### config.mk
export PLATFORM = sky130hd
export DESIGN_NAME = pulse_gen_multi
export DESIGN_NICKNAME = d
export VERILOG_FILES = /design/src/rtl/pulse_gen_pkg.sv /design/src/rtl/pulse_gen_channel.sv /design/src/rtl/pulse_gen_multi.sv
export SDC_FILE = /design/constraint.sdc
export NUM_CORES = 1
export LEC_CHECK = 0
export CORE_AREA = 2 2 247 249
export CTS_CLUSTER_DIAMETER = 30
export DETAILED_ROUTE_END_ITERATION = 12
export DIE_AREA = 0 0 249 251
export PLACE_DENSITY = 0.55
export SLEW_MARGIN = 20
export SYNTH_ARGS = -nofsm -noshare
export SYNTH_HDL_FRONTEND = slang
export SYNTH_SLANG_ARGS = --single-unit
export TNS_END_PERCENT = 100
### constraint.sdc
create_clock -name wb_clk_i -period 5.4 [get_ports wb_clk_i]
set_input_delay 0.81 -clock wb_clk_i [delete_from_list [all_inputs] [get_ports wb_clk_i]]
set_output_delay 0.81 -clock wb_clk_i [all_outputs]
set_load 0.01 [all_outputs]
### src/rtl/pulse_gen_pkg.sv
// Shared types and sizing helpers for the multi-channel pulse generator.
package pulse_gen_pkg;

  // Config fields are stored at the widest supported counter width.
  localparam int CNT_MAX_W = 32;

  typedef enum logic {
    MODE_CONT    = 1'b0,
    MODE_ONESHOT = 1'b1
  } mode_e;

  typedef enum logic {
    ST_IDLE = 1'b0,
    ST_RUN  = 1'b1
  } ch_state_e;

  typedef struct packed {
    mode_e                mode;
    logic [CNT_MAX_W-1:0] width;
    logic [CNT_MAX_W-1:0] period;
  } ch_cfg_t;

  function automatic int ch_idx_w(input int num_ch);
    return (num_ch > 1) ? $clog2(num_ch) : 1;
  endfunction

  function automatic int frame_w(input int num_ch, input int cnt_w);
    return ch_idx_w(num_ch) + 1 + 2 * cnt_w;
  endfunction

endpackage

### src/rtl/pulse_gen_channel.sv
// One pulse channel: period counter, shadow and active config, registered output.
//
//   state   | meaning
//   --------+------------------------------------------------------------
//   ST_IDLE | not counting; active config tracks shadow every cycle
//   ST_RUN  | counting 0..period-1; shadow copied to active on wrap only
module pulse_gen_channel
  import pulse_gen_pkg::*;
#(
  parameter int CNT_W = 16
) (
  input  logic    clk_i,
  input  logic    rst_n_i,
  input  logic    en_i,
  input  logic    trig_i,
  input  logic    load_i,
  input  ch_cfg_t cfg_i,
  output logic    pulse_o,
  output logic    busy_o
);

  ch_state_e        state_q, state_d;
  logic [CNT_W-1:0] cnt_q, cnt_d;
  ch_cfg_t          act_q, act_d;
  ch_cfg_t          shd_q, shd_d;
  logic             pulse_q, pulse_d;
  logic             trig_q;
  logic             trig_rise;
  logic             wrap;

  always_ff @(posedge clk_i or negedge rst_n_i) begin
    if (!rst_n_i) begin
      state_q <= ST_IDLE;
      cnt_q   <= '0;
      act_q   <= '0;
      shd_q   <= '0;
      pulse_q <= 1'b0;
      trig_q  <= 1'b0;
    end else begin
      state_q <= state_d;
      cnt_q   <= cnt_d;
      act_q   <= act_d;
      shd_q   <= shd_d;
      pulse_q <= pulse_d;
      trig_q  <= trig_i;
    end
  end

  always_comb begin
    state_d   = state_q;
    cnt_d     = cnt_q;
    act_d     = act_q;
    shd_d     = load_i ? cfg_i : shd_q;
    trig_rise = trig_i & ~trig_q;
    wrap      = (CNT_MAX_W'(cnt_q) == (act_q.period - CNT_MAX_W'(1)));

    if (!en_i) begin
      state_d = ST_IDLE;
      cnt_d   = '0;
      act_d   = shd_q;
    end else begin
      unique case (state_q)
        ST_IDLE: begin
          act_d = shd_q;
          cnt_d = '0;
          if ((shd_q.period != '0) && ((shd_q.mode == MODE_CONT) || trig_rise)) begin
            state_d = ST_RUN;
          end
        end
        ST_RUN: begin
          if (wrap) begin
            cnt_d = '0;
            act_d = shd_q;
            // Keep running only if both old and new config are continuous and valid.
            if ((act_q.mode == MODE_ONESHOT) || (shd_q.mode == MODE_ONESHOT) ||
                (shd_q.period == '0)) begin
              state_d = ST_IDLE;
            end
          end else begin
            cnt_d = cnt_q + CNT_W'(1);
          end
        end
        default: state_d = ST_IDLE;
      endcase
    end

    pulse_d = (state_d == ST_RUN) && (CNT_MAX_W'(cnt_d) < act_d.width);
  end

  always_comb begin
    pulse_o = pulse_q;
    busy_o  = (state_q == ST_RUN);
  end

endmodule

### src/rtl/pulse_gen_multi.sv
// Multi-channel pulse generator: serial config frame shifter, channel decode,
// sticky out-of-range error flag and NUM_CH independent channels.
module pulse_gen_multi
  import pulse_gen_pkg::*;
#(
  parameter int NUM_CH = 4,
  parameter int CNT_W  = 16
) (
  input  logic              wb_clk_i,
  input  logic              wb_rst_n,
  input  logic              cfg_sdi,
  input  logic              cfg_shift,
  input  logic              cfg_load,
  input  logic [NUM_CH-1:0] ch_en,
  input  logic [NUM_CH-1:0] trig_i,
  output logic [NUM_CH-1:0] pulse_o,
  output logic [NUM_CH-1:0] busy_o,
  output logic              cfg_err_o
);

  localparam int CH_IDX_W = ch_idx_w(NUM_CH);
  localparam int FRAME_W  = frame_w(NUM_CH, CNT_W);
  localparam logic [CH_IDX_W:0] NUM_CH_L = (CH_IDX_W + 1)'(NUM_CH);

  logic [FRAME_W-1:0]  frame_q, frame_d;
  logic                err_q, err_d;
  logic [CH_IDX_W-1:0] idx;
  logic                idx_ok;
  ch_cfg_t             cfg_new;
  logic [NUM_CH-1:0]   load_vec;

  always_ff @(posedge wb_clk_i or negedge wb_rst_n) begin
    if (!wb_rst_n) begin
      frame_q <= '0;
      err_q   <= 1'b0;
    end else begin
      frame_q <= frame_d;
      err_q   <= err_d;
    end
  end

  // Load decodes the pre-shift frame, so a same-cycle shift never corrupts it.
  always_comb begin
    idx            = frame_q[FRAME_W-1 -: CH_IDX_W];
    idx_ok         = ({1'b0, idx} < NUM_CH_L);
    cfg_new.mode   = mode_e'(frame_q[2*CNT_W]);
    cfg_new.width  = CNT_MAX_W'(frame_q[2*CNT_W-1 -: CNT_W]);
    cfg_new.period = CNT_MAX_W'(frame_q[CNT_W-1:0]);
    frame_d        = cfg_shift ? {frame_q[FRAME_W-2:0], cfg_sdi} : frame_q;
    err_d          = err_q;
    if (cfg_load) begin
      err_d = ~idx_ok;
    end
    for (int i = 0; i < NUM_CH; i++) begin
      load_vec[i] = cfg_load && idx_ok && (idx == CH_IDX_W'(i));
    end
  end

  assign cfg_err_o = err_q;

  for (genvar g = 0; g < NUM_CH; g++) begin : g_ch
    pulse_gen_channel #(
      .CNT_W(CNT_W)
    ) u_ch (
      .clk_i  (wb_clk_i),
      .rst_n_i(wb_rst_n),
      .en_i   (ch_en[g]),
      .trig_i (trig_i[g]),
      .load_i (load_vec[g]),
      .cfg_i  (cfg_new),
      .pulse_o(pulse_o[g]),
      .busy_o (busy_o[g])
    );
  end

endmodule

==> results.tsv, run 1 <==
stage	metric	value	unit
timing	Fin. Hold Viols	0	
synth	Synth area leaders	dfrtp_1 (53%), mux2_2 (12%), ha_1 (4.3%)	
synth	Synth top area share	52.8	%
critical_path	crit path kind	flip-flop to flip-flop	
critical_path	Startpoint Class	flip-flop	
die	Core Area	59800	um^2
synth	post-synth top area cell	dfrtp_1	
clock_tree	clk sinks	439	
critical_path	Crit path arrival time	5520	ps
routing	1st-iter DRT viols	764	
placement	pre-CTS setup slack	254	ps
clock_tree	Bufs on Longest Clock Path	3	
pwr	power density cells	454	nW/um^2
timing	Final setup violation count	0	
synth	Synth cell types	81	
clock_tree	H-tree levels	3	
critical_path	maximum fanout along the worst path	15	
synth	Post-Syn Nets	1845	
global_route	first-pass GRT wire length	78.0	mm
synth	Synth Instances	1760	
die	die area	62500	um^2
clock_tree	clock slew at reported path FFs	50	ps
finish	fin area	25900	um^2
die	die span in y	251	um
timing	crit share post-route	91.9	%
global_route	vias in the first global route	13928	
global_route	largest net degree at the start of global routing	133	
global_route	GRT Residual Overflow	0	
min_path	hold crit path type	primary input to async pin	
synth	sequential-to-total area share from yosys stat	52.8	%
clock_tree	CTS tree	built	
pwr	leakage power	12.7	nW
critical_path	Data required, critical path	5960	ps
critical_path	CP startpoint	g_ch[1].u_ch.act_q[5]	
synth	Avg Inst Size Synth	11.8	um^2
synth	ys flop type	dfrtp_1	
timing	maximum clock rate	0.202	GHz
die	Die X	249	um
timing	Worst-Margin Slew	845	ps
timing	final worst slack	438	ps
timing	final worst path period need	4960	ps
clock_tree	clk root buf	clkbuf_16	
routing	first drt pass iteration count	5	
die	IO Pins	22	
pwr	maximum VDD drop	0.370	mV
finish	Layout area overhead	24.6	%
finish	share of cells above drive strength 1	24.5	%
global_route	GRT Overall Usage	15.7	%
routing	Detail Route Antenna Nets	1	
timing	Layout Skew	23.0	ps
critical_path	worst flop-to-flop path endpoint	g_ch[1].u_ch.pulse_o	
critical_path	Critical R2R Launch	g_ch[1].u_ch.act_q[5]	
critical_path	CP Capture Type	flip-flop	
die	Rows	90	
routing	via count	13406	
clock_tree	Clk Latency, worst-skew pair	640	ps
die	Starting Density	34.8	%
synth	Post-Syn Area	20800	um^2
clock_tree	total CTS buffers	107	
critical_path	CP endpoint	g_ch[1].u_ch.pulse_o	
routing	Vias/cell	4.93	
job	maxcap violations	0	
timing	setup_tns	0	ps
synth	ys async rst share	100	%
routing	WL/cell	17.6	um
outcome	status	complete, but fails checks	
timing	RSZ-0062 raised after global routing	false	
synth	Post-synth EDFFs	0	
global_route	antenna violations before repair	0	
critical_path	Worst Reg2Reg Path Length in Cells	19	
outcome	failing checks	antenna violations	
synth	Synth Register Bits	439	
placement	RePlAce Congestion	0.816	
finish	Util after Layout	43.4	%
routing	routed wire length	48.0	mm
placement	PortBufs	20	
finish	final net count	1927	
synth	yosys warns	0	
placement	DP Area	21800	um^2
routing	DRC	0	
placement	post-DP HPWL	32.1	mm
timing	Worst slew margin	42.2	%
timing	Pins Over Slew Limit	0	
critical_path	r2r setup slk	440	ps
-- critical path, cell delays in order (launching register included) --
cell       delay, ps
dfrtp_1          460
or4_4            630
nor4_1           260
ha_1             290
xnor2_1          130
nor4_1           240
nand3_1          120
nor4_1           290
o2111ai_1        210
o311ai_4         350
buf_4            320
mux2i_1          260
ha_1             270
a21o_1           180
a21o_1           160
a21oi_1          150
o21ai_0          130
a21oi_1          160
o2111ai_1        130
o22ai_1          140
-- cell usage in the layout, fill, tap and decap left out, types with 9 or more instances in the layout --
cell type | netlist | routed
dfrtp_1 | 439 | 439
mux2_2 | 220 | 220
inv_1 | 124 | 124
nor2_1 | 109 | 109
clkbuf_16 | 0 | 107
xnor2_1 | 80 | 80
ha_1 | 72 | 72
and2_1 | 66 | 66
mux2i_1 | 57 | 57
nand2_1 | 54 | 54
xor2_1 | 49 | 49
nor4_1 | 46 | 44
nand3_1 | 42 | 42
o21ai_0 | 38 | 38
nand4_1 | 30 | 30
nor3_1 | 26 | 25
a21oi_1 | 23 | 23
buf_4 | 18 | 23
bufinv_16 | 0 | 22
a21o_1 | 19 | 19
clkdlybuf4s50_1 | 0 | 19
clkinvlp_4 | 0 | 18
and3_1 | 15 | 15
nor2b_1 | 14 | 14
mux2_1 | 14 | 14
clkbuf_8 | 0 | 13
clkinv_2 | 0 | 13
or3_1 | 11 | 11
inv_6 | 0 | 10
a31oi_1 | 9 | 9
-- power breakdown --
| part | internal (mW) | switching [mW] | total, mW |
|---|---|---|---|
| Combinational | 0.366 | 0.332 | 0.698 |
| Sequential | 3.58 | 0.503 | 4.08 |
| Clock | 4.88 | 2.12 | 6.99 |
-- sequential cells by signal (all words and copies together) (netlist names) --
signal             cells
frame_q               35
g_ch.u_ch.cnt_q       64
g_ch.u_ch.shd_q      132
g_ch.u_ch.act_q      196
g_ch.u_ch.trig_q       4
g_ch.u_ch.busy_o       4
g_ch.u_ch.pulse_o      4
-- worst min-delay path by stage --
stage,to,slack [ps],cells after the start
final,g_ch[3].u_ch.act_q[48],190,1
after global routing,g_ch[3].u_ch.act_q[48],240,1
after CTS,g_ch[3].u_ch.act_q[48],230,1
after detailed placement,g_ch[3].u_ch.act_q[32],460,1
after global placement,g_ch[3].u_ch.act_q[32],450,1
after floorplan,g_ch[3].u_ch.act_q[32],440,1
-- logic make-up after synthesis --
logic type	share of synthesized area, %
AND/OR/NAND/NOR	12.1
multiplexers	15.5
flip-flops	52.8
other	0.0180
AO/OA/AOI/OAI	5.64
buffers and inverters	4.21
XOR/XNOR	5.43
adder cells (fa/ha/maj)	4.33
-- cell type report --
type | count | area [um^2]
tap | 782 | 978
inverter | 125 | 469
clock inverter | 74 | 1110
antenna | 6 | 15.0
sequential | 439 | 11000
timing repair buffer | 49 | 489
clock buffer | 127 | 2880
fill | 5468 | 33900
multi-input combinational | 1120 | 9010
-- per-stage QoR --
stage	instances	power, mW	hold WS, ps
CTS	2710	11.9	231
floorplan	1760	4.35	442
global route	2716	12.2	245
finish	2722	11.8	190
global placement	2509	4.83	453
detailed placement	2509	4.85	464
-- routing by layer --
layer / share of wire [%] / global-route usage (%) / vias to the layer above
met5: 0 / 0 / -
met4: 2.8 / 6.16 / 0
met3: 4.1 / 3.43 / 91
met2: 45 / 24.0 / 208
met1: 48 / 21.7 / 6723
li1: - / - / 6384
-- cells in the mapped netlist (6+ instances only) --
cell type	instances
and2_1	66
xor2_1	49
nor3_1	26
mux2_2	220
a21oi_1	23
xnor2_1	80
nand4_1	30
dfrtp_1	439
mux2_1	14
buf_2	12
nand2_1	54
nand3_1	42
and3_1	15
clkbuf_1	36
or2_2	6
mux2i_1	57
a21o_1	19
nor4_1	46
or4_1	7
ha_1	72
a211oi_1	6
o2111ai_1	7
or3_1	11
nor2b_1	14
o211ai_1	7
buf_4	18
inv_1	124
o21ai_0	38
nor2_1	109
a31oi_1	9
-- repair_timing --
item,in CTS,in global routing
setup endpoints to repair,0,4
hold buffers,0,0
setup buffers,0,6
resized for setup,0,8
(Power assumes the default switching activity.)
==> inputs of run 2 (changes only) <==
--- a/config.mk
+++ b/config.mk
@@ -10,6 +10,7 @@
 export DETAILED_ROUTE_END_ITERATION = 12
 export DIE_AREA = 0 0 249 251
 export PLACE_DENSITY = 0.55
+export RECOVER_POWER = 50
 export SLEW_MARGIN = 20
 export SYNTH_ARGS = -nofsm -noshare
 export SYNTH_HDL_FRONTEND = slang
==> run 2 against run 1 <==
Effect of this change:
- the flow finishes with violations (max-capacitance violations, max-slew violations)
- design area is 0.26% lower
- sequential power about the same
- total power barely moved
- largest power group unchanged
==> results.tsv, run 2 (synthesis results as in run 1) <==
stage	metric	value	unit	change
clock_tree	H-tree levels	3		unchanged
finish	most common cell after layout, fill and taps aside	dfrtp_1		
die	die area	62500	um^2	unchanged
timing	Worst-Margin Slew	2530	ps	+1680 ps
critical_path	worst-path cell chain	or4_4, nor4_1, ha_1, xnor2_1, nor4_1, nand3_1, nor4_1, o2111ai_1, o311ai_4, buf_4, mux2i_1, ha_1, a21o_1, a21o_1, a21oi_1, o21ai_0, a21oi_1, o2111ai_1, o22ai_1		
clock_tree	Clk Latency, worst-skew pair	640	ps	about the same
routing	via count	13405		-0.0075%
critical_path	Startpoint Class	flip-flop		
die	Die X	249	um	unchanged
clock_tree	total CTS buffers	107		unchanged
routing	WL/cell	17.7	um	+0.13%
min_path	hold depth	1		
min_path	hold crit path type	flip-flop to flip-flop		
placement	cell count after placement	2509		unchanged
global_route	GRT Overall Usage	15.7	%	unchanged
timing	setup_tns	0	ps	unchanged
clock_tree	clk sinks	439		unchanged
global_route	first-pass GRT wire length	78.0	mm	unchanged
placement	RePlAce Congestion	0.816		unchanged
finish	Layout area overhead	24.3	%	
clock_tree	clk root buf	clkbuf_16		
global_route	vias in the first global route	13928		unchanged
routing	Vias/cell	4.93		+0.18%
critical_path	Data required, critical path	5960	ps	about the same
critical_path	CP max-delay cell	or4_4		
finish	share of cells above drive strength 1	24.4	%	-0.052 points
pwr	power density cells	455	nW/um^2	+0.20%
routing	Detail Route Antenna Nets	0		-1
routing	first drt pass iteration count	4		-1
timing	Layout Skew	22.7	ps	-0.244 ps
critical_path	crit path kind	flip-flop to flip-flop		
critical_path	max incr delay on CP	630	ps	about the same
pwr	Tot Pwr	11.8	mW	about the same
timing	final worst path period need	4930	ps	-27.1 ps
placement	post-DP HPWL	32.1	mm	unchanged
min_path	Hold EP	g_ch[3].u_ch.act_q[32]		
pwr	leakage power	12.7	nW	-0.16%
die	IO Pins	22		unchanged
timing	Worst slew margin	-68.6	%	-110 points
die	Rows	90		unchanged
clock_tree	CTS tree	built		
critical_path	Critical R2R Launch	g_ch[1].u_ch.act_q[5]		
finish	Post-Layout Cell Count	2717		-0.18%
outcome	status	complete, but fails checks		
routing	routed wire length	48.0	mm	about the same
routing	DRC	0		unchanged
timing	maximum clock rate	0.203	GHz	+0.55%
clock_tree	Bufs on Longest Clock Path	3		unchanged
timing	Final setup violation count	0		unchanged
finish	Top Registers	g_ch.u_ch.act_q x196, g_ch.u_ch.shd_q x132, g_ch.u_ch.cnt_q x64		
critical_path	r2r setup slk	470	ps	+30 ps
global_route	GRT Residual Overflow	0		unchanged
die	Core Area	59800	um^2	unchanged
job	maxcap violations	5		+5
finish	Fillers	5476		+0.15%
timing	crit share post-route	91.4	%	-0.50 points
pwr	maximum VDD drop	0.370	mV	about the same
critical_path	Crit path arrival time	5490	ps	-30 ps
timing	Pins Over Slew Limit	482		+482
critical_path	Worst Reg2Reg Path Length in Cells	19		unchanged
min_path	hold path start	g_ch[3].u_ch.act_q[32]		
placement	PortBufs	20		unchanged
timing	worst hold slack	472	ps	+282 ps
critical_path	Worst path most repeated cell	nor4_1		
critical_path	worst flop-to-flop path endpoint	g_ch[1].u_ch.pulse_o		
outcome	failing checks	max-capacitance violations, max-slew violations		
die	die span in y	251	um	unchanged
finish	most flop-heavy register	g_ch.u_ch.act_q		
global_route	largest net degree at the start of global routing	133		unchanged
global_route	antenna violations before repair	0		unchanged
finish	final net count	1927		unchanged
critical_path	CP Capture Type	flip-flop		
finish	commonest non-fill, non-tap cells in the layout	dfrtp_1 (439), mux2_2 (220), inv_1 (124)		
timing	RSZ-0062 raised after global routing	false		
clock_tree	cts hold-fix bufs	0		unchanged
clock_tree	clock slew at reported path FFs	50	ps	about the same
critical_path	maximum fanout along the worst path	15		unchanged
finish	max reg flops	196		unchanged
die	Starting Density	34.8	%	unchanged
routing	1st-iter DRT viols	718		-6.0%
timing	Fin. Hold Viols	0		unchanged
## run 2: cell types whose count changed in the layout (fill, tap and decap cells not counted), sizes merged
cell | before | now
buf | 30 | 25
clkdlybuf4s50 | 19 | 14
clkbuf | 127 | 132
diode | 6 | 1
dlygate4sd3 | 0 | 5
## run 2: cell type report
cell class              count  area (um^2)  area share [%]
clock buffers             127         2880            11.1
well taps                 782          978            3.78
clock inverters            74         1110            4.29
repair buffers             49          435            1.68
inverters                 125          469            1.81
multi-input cells        1120         9010            34.8
flip-flops and latches    439        11000            42.5
diodes                      1         2.50         0.00967
## run 2: what timing repair did
item | CTS | global route
endpoints found under the setup margin | 0 | 4
buffers inserted | 0 | 6
resized for setup | 0 | 8
## run 2: how the worst max path moves through the flow
stage	from	end
2_1_floorplan	g_ch[2].u_ch.act_q[8]	g_ch[2].u_ch.pulse_o
3_3_place_gp	g_ch[1].u_ch.act_q[2]	g_ch[1].u_ch.pulse_o
3_5_place_dp	g_ch[2].u_ch.act_q[8]	g_ch[2].u_ch.pulse_o
4_1_cts	g_ch[2].u_ch.act_q[8]	g_ch[2].u_ch.pulse_o
5_1_grt	g_ch[1].u_ch.act_q[5]	g_ch[1].u_ch.pulse_o
6_report	g_ch[1].u_ch.act_q[5]	g_ch[1].u_ch.pulse_o
## run 2: per-stage QoR
stage               setup WS [ps]  area (um^2)  utilization [%]
CTS                           200        25800             43.2
global placement              354        21800             36.5
global route                 7.13        25900             43.3
detailed placement            254        21800             36.5
finish                        466        25900             43.3
floorplan                     781        20800                -
## run 2: report_power, final
| group | internal (mW) | switching [mW] |
|---|---|---|
| clock | 4.88 | 2.11 |
| sequential | 3.58 | 0.504 |
| combinational | 0.362 | 0.332 |
| total | 8.82 | 2.95 |
## run 2: critical path, delay by kind of cell, from the launching register on
kind | cells | cell delay (ps)
XOR/XNOR | 1 | 130
buffers and inverters | 1 | 310
AND/OR/NAND/NOR | 5 | 1530
multiplexers | 1 | 260
flip-flops | 1 | 460
AO/OA/AOI/OAI | 9 | 1580
adder cells (fa/ha/maj) | 2 | 560
## run 2: layer usage
| metal | track usage (%) | part of all wire (%) | vias up |
|---|---|---|---|
| met4 | 6.16 | 2.8 | 0 |
| met1 | 21.7 | 48 | 6722 |
| met3 | 3.43 | 4.0 | 92 |
| li1 | - | - | 6386 |
| met5 | 0 | 0 | - |
| met2 | 24.0 | 45 | 205 |
==> inputs of run 3 (changes only) <==
--- a/config.mk
+++ b/config.mk
@@ -9,6 +9,7 @@
 export CTS_CLUSTER_DIAMETER = 30
 export DETAILED_ROUTE_END_ITERATION = 12
 export DIE_AREA = 0 0 249 251
+export MAX_ROUTING_LAYER = met4
 export PLACE_DENSITY = 0.55
 export RECOVER_POWER = 50
 export SLEW_MARGIN = 20
==> run 3 against run 2 <==
Effect of this change:
- the flow still finishes with violations (max-capacitance violations, max-slew violations)
- global-route usage increased by 0.73 points
- first-iteration DRC count decreased by 4.3%
- critical path depth increased by 1
- clock power decreased by 9.9%
- design area decreased by 1.6%
- flip-flop and latch count unchanged
- total power decreased by 5.9%
- die area unchanged
- largest power group unchanged
- highest routed layer unchanged
==> results.tsv, run 3 (synthesis results as in run 1) <==
stage	metric	value	unit	change
outcome	status	complete, but fails checks		
outcome	failing checks	max-capacitance violations, max-slew violations		
placement	RePlAce Congestion	0.855		+4.8%
critical_path	r2r setup slk	400	ps	-60 ps
critical_path	worst flop-to-flop path endpoint	g_ch[0].u_ch.pulse_o		
critical_path	CP Buf/Inv Count	2		+1
min_path	Hold EP	g_ch[1].u_ch.act_q[33]		
critical_path	Startpoint Class	flip-flop		
global_route	largest net degree at the start of global routing	126		-5.3%
timing	worst hold slack	479	ps	+6.35 ps
finish	Top Registers	g_ch.u_ch.act_q x196, g_ch.u_ch.shd_q x132, g_ch.u_ch.cnt_q x64		
global_route	vias in the first global route	14121		+1.4%
timing	Pins Over Slew Limit	516		+7.1%
critical_path	maximum fanout along the worst path	22		+7
routing	routed wire length	48.1	mm	+0.25%
die	Die X	249	um	unchanged
pwr	power density cells	435	nW/um^2	-4.4%
critical_path	Crit path arrival time	5560	ps	+70 ps
critical_path	Critical R2R Launch	g_ch[0].u_ch.act_q[0]		
critical_path	CP Capture Type	flip-flop		
placement	post-DP HPWL	32.3	mm	+0.81%
routing	Detail Route Antenna Nets	0		unchanged
critical_path	CP max-delay cell	or4b_1		
finish	max reg flops	196		unchanged
die	Starting Density	34.8	%	unchanged
global_route	antenna violations before repair	1		+1
pwr	maximum VDD drop	0.279	mV	-25%
finish	most flop-heavy register	g_ch.u_ch.act_q		
placement	pre-CTS setup slack	288	ps	+33.9 ps
routing	via count	13379		-0.19%
critical_path	crit path kind	flip-flop to flip-flop		
die	Rows	90		unchanged
global_route	first-pass GRT wire length	79.1	mm	+1.4%
timing	Layout Skew	25.0	ps	+2.27 ps
finish	Layout area overhead	22.3	%	
finish	Fillers	5569		+1.7%
pwr	leakage power	12.5	nW	-1.3%
global_route	GRT Residual Overflow	0		unchanged
critical_path	Worst Reg2Reg Path Length in Cells	20		+1
placement	PortBufs	20		unchanged
finish	final net count	1917		-0.52%
clock_tree	total CTS buffers	100		-6.5%
finish	share of cells above drive strength 1	23.8	%	-0.62 points
finish	commonest non-fill, non-tap cells in the layout	dfrtp_1 (439), mux2_2 (220), inv_1 (124)		
clock_tree	clk root buf	clkbuf_16		
timing	Worst slew margin	-77.0	%	-8.4 points
timing	crit share post-route	92.5	%	+1.2 points
critical_path	Levels on crit path	20		+1
die	die span in y	251	um	unchanged
die	Core Area	59800	um^2	unchanged
min_path	hold crit path type	flip-flop to flip-flop		
routing	1st-iter DRT viols	687		-4.3%
clock_tree	Clk Latency, worst-skew pair	640	ps	about the same
finish	most common cell after layout, fill and taps aside	dfrtp_1		
critical_path	worst-path cell chain	inv_1, ha_1, nor4b_1, nand4b_1, or4b_1, o211ai_1, o21ai_1, o31ai_4, buf_4, nor2_1, ha_1, a21o_1, a21o_1, a211o_1, o211ai_1, a21oi_1, nor3_1, a31oi_1, nor2_1, o21a_1		
clock_tree	CTS tree	built		
finish	n_diodes	0		-1
clock_tree	clk sinks	439		unchanged
critical_path	max incr delay on CP	560	ps	-70 ps
global_route	GRT Overall Usage	16.4	%	+0.73 points
routing	DRC	0		unchanged
timing	RSZ-0062 raised after global routing	false		
min_path	hold path start	g_ch[1].u_ch.act_q[33]		
timing	Fin. Hold Viols	0		unchanged
die	IO Pins	22		unchanged
timing	maximum clock rate	0.200	GHz	-1.3%
clock_tree	Bufs on Longest Clock Path	3		unchanged
job	maxcap violations	6		+1
timing	final worst path period need	5000	ps	+62.8 ps
min_path	hold depth	2		+1
timing	final worst slack	403	ps	-62.8 ps
clock_tree	clock slew at reported path FFs	50	ps	about the same
timing	Final setup violation count	0		unchanged
clock_tree	H-tree levels	3		unchanged
timing	setup_tns	0	ps	unchanged
routing	Vias/cell	4.96		+0.47%
routing	WL/cell	17.8	um	+0.92%
critical_path	delay-heaviest family, CP	simple AND/OR/NAND/NOR gates		
critical_path	Data required, critical path	5960	ps	about the same
timing	Worst-Margin Slew	2660	ps	+126 ps
routing	first drt pass iteration count	4		unchanged
die	die area	62500	um^2	unchanged
[run 3: changes by cell type in the layout (fill, tap and decap cells not counted), moves of 3 or more]
cell and delta:
inv_8 +4, clkbuf_8 +11, clkinv_2 +3, clkinvlp_4 -9, clkbuf_16 -5, buf_4 -4, inv_6 -5, bufinv_16 -11
[run 3: what timing repair did]
item / in CTS / in global routing
hold buffers: 0 / 0
setup endpoints to repair: 0 / 3
setup buffers: 0 / 2
gates resized for setup: 0 / 6
[run 3: worst reg2reg max path, stage by stage, from the launching register on]
cell      delay, ps
dfrtp_1         420
inv_1            90
ha_1            290
nor4b_1         470
nand4b_1        300
or4b_1          560
o211ai_1        100
o21ai_1         140
o31ai_4         390
buf_4           340
nor2_1          110
ha_1            320
a21o_1          160
a21o_1          170
a211o_1         280
o211ai_1        110
a21oi_1         130
nor3_1          220
a31oi_1         110
nor2_1          100
o21a_1          120
[run 3: where the power goes]
part | switching [mW] | internal (mW) | total [mW]
combinational | 0.335 | 0.362 | 0.697
clock | 2.00 | 4.29 | 6.30
sequential | 0.499 | 3.58 | 4.08
total | 2.84 | 8.23 | 11.1
[run 3: worst max-delay path by stage]
stage | startpoint | to | slack (ps)
final | g_ch[0].u_ch.act_q[0] | g_ch[0].u_ch.pulse_o | 400
after floorplan | g_ch[2].u_ch.act_q[8] | g_ch[2].u_ch.pulse_o | 780
after detailed placement | g_ch[1].u_ch.act_q[2] | g_ch[1].u_ch.pulse_o | 290
after CTS | g_ch[1].u_ch.act_q[2] | g_ch[1].u_ch.pulse_o | 220
after global routing | g_ch[0].u_ch.act_q[0] | g_ch[0].u_ch.pulse_o | 10
after global placement | g_ch[0].u_ch.act_q[0] | g_ch[0].u_ch.pulse_o | 400
[run 3: layout make-up]
type                            count  area, um^2  area share [%]
Clock buffer                      130        2880            11.3
Multi-Input combinational cell   1120        9000            35.3
Timing Repair Buffer               46         423            1.66
Clock inverter                     57         727            2.86
Tap cell                          782         978            3.84
Sequential cell                   439       11000            43.2
Inverter                          125         469            1.84
[run 3: per-layer routing]
layer	GRT usage (%)	wire length, um	vias to the layer above
li1	-	-	6347
met1	22.3	23300	6741
met2	24.6	21800	200
met3	2.90	1770	91
met4	6.04	1230	0
met5	-	0	-
[run 3: per-stage QoR]
step	util (%)	power [mW]	instances	instance area, um^2
floorplan	-	4.35	1760	20800
global placement	36.5	4.83	2509	21800
detailed placement	36.5	4.85	2509	21800
CTS	42.5	11.2	2696	25400
global route	42.6	11.5	2699	25500
finish	42.6	11.1	2699	25500
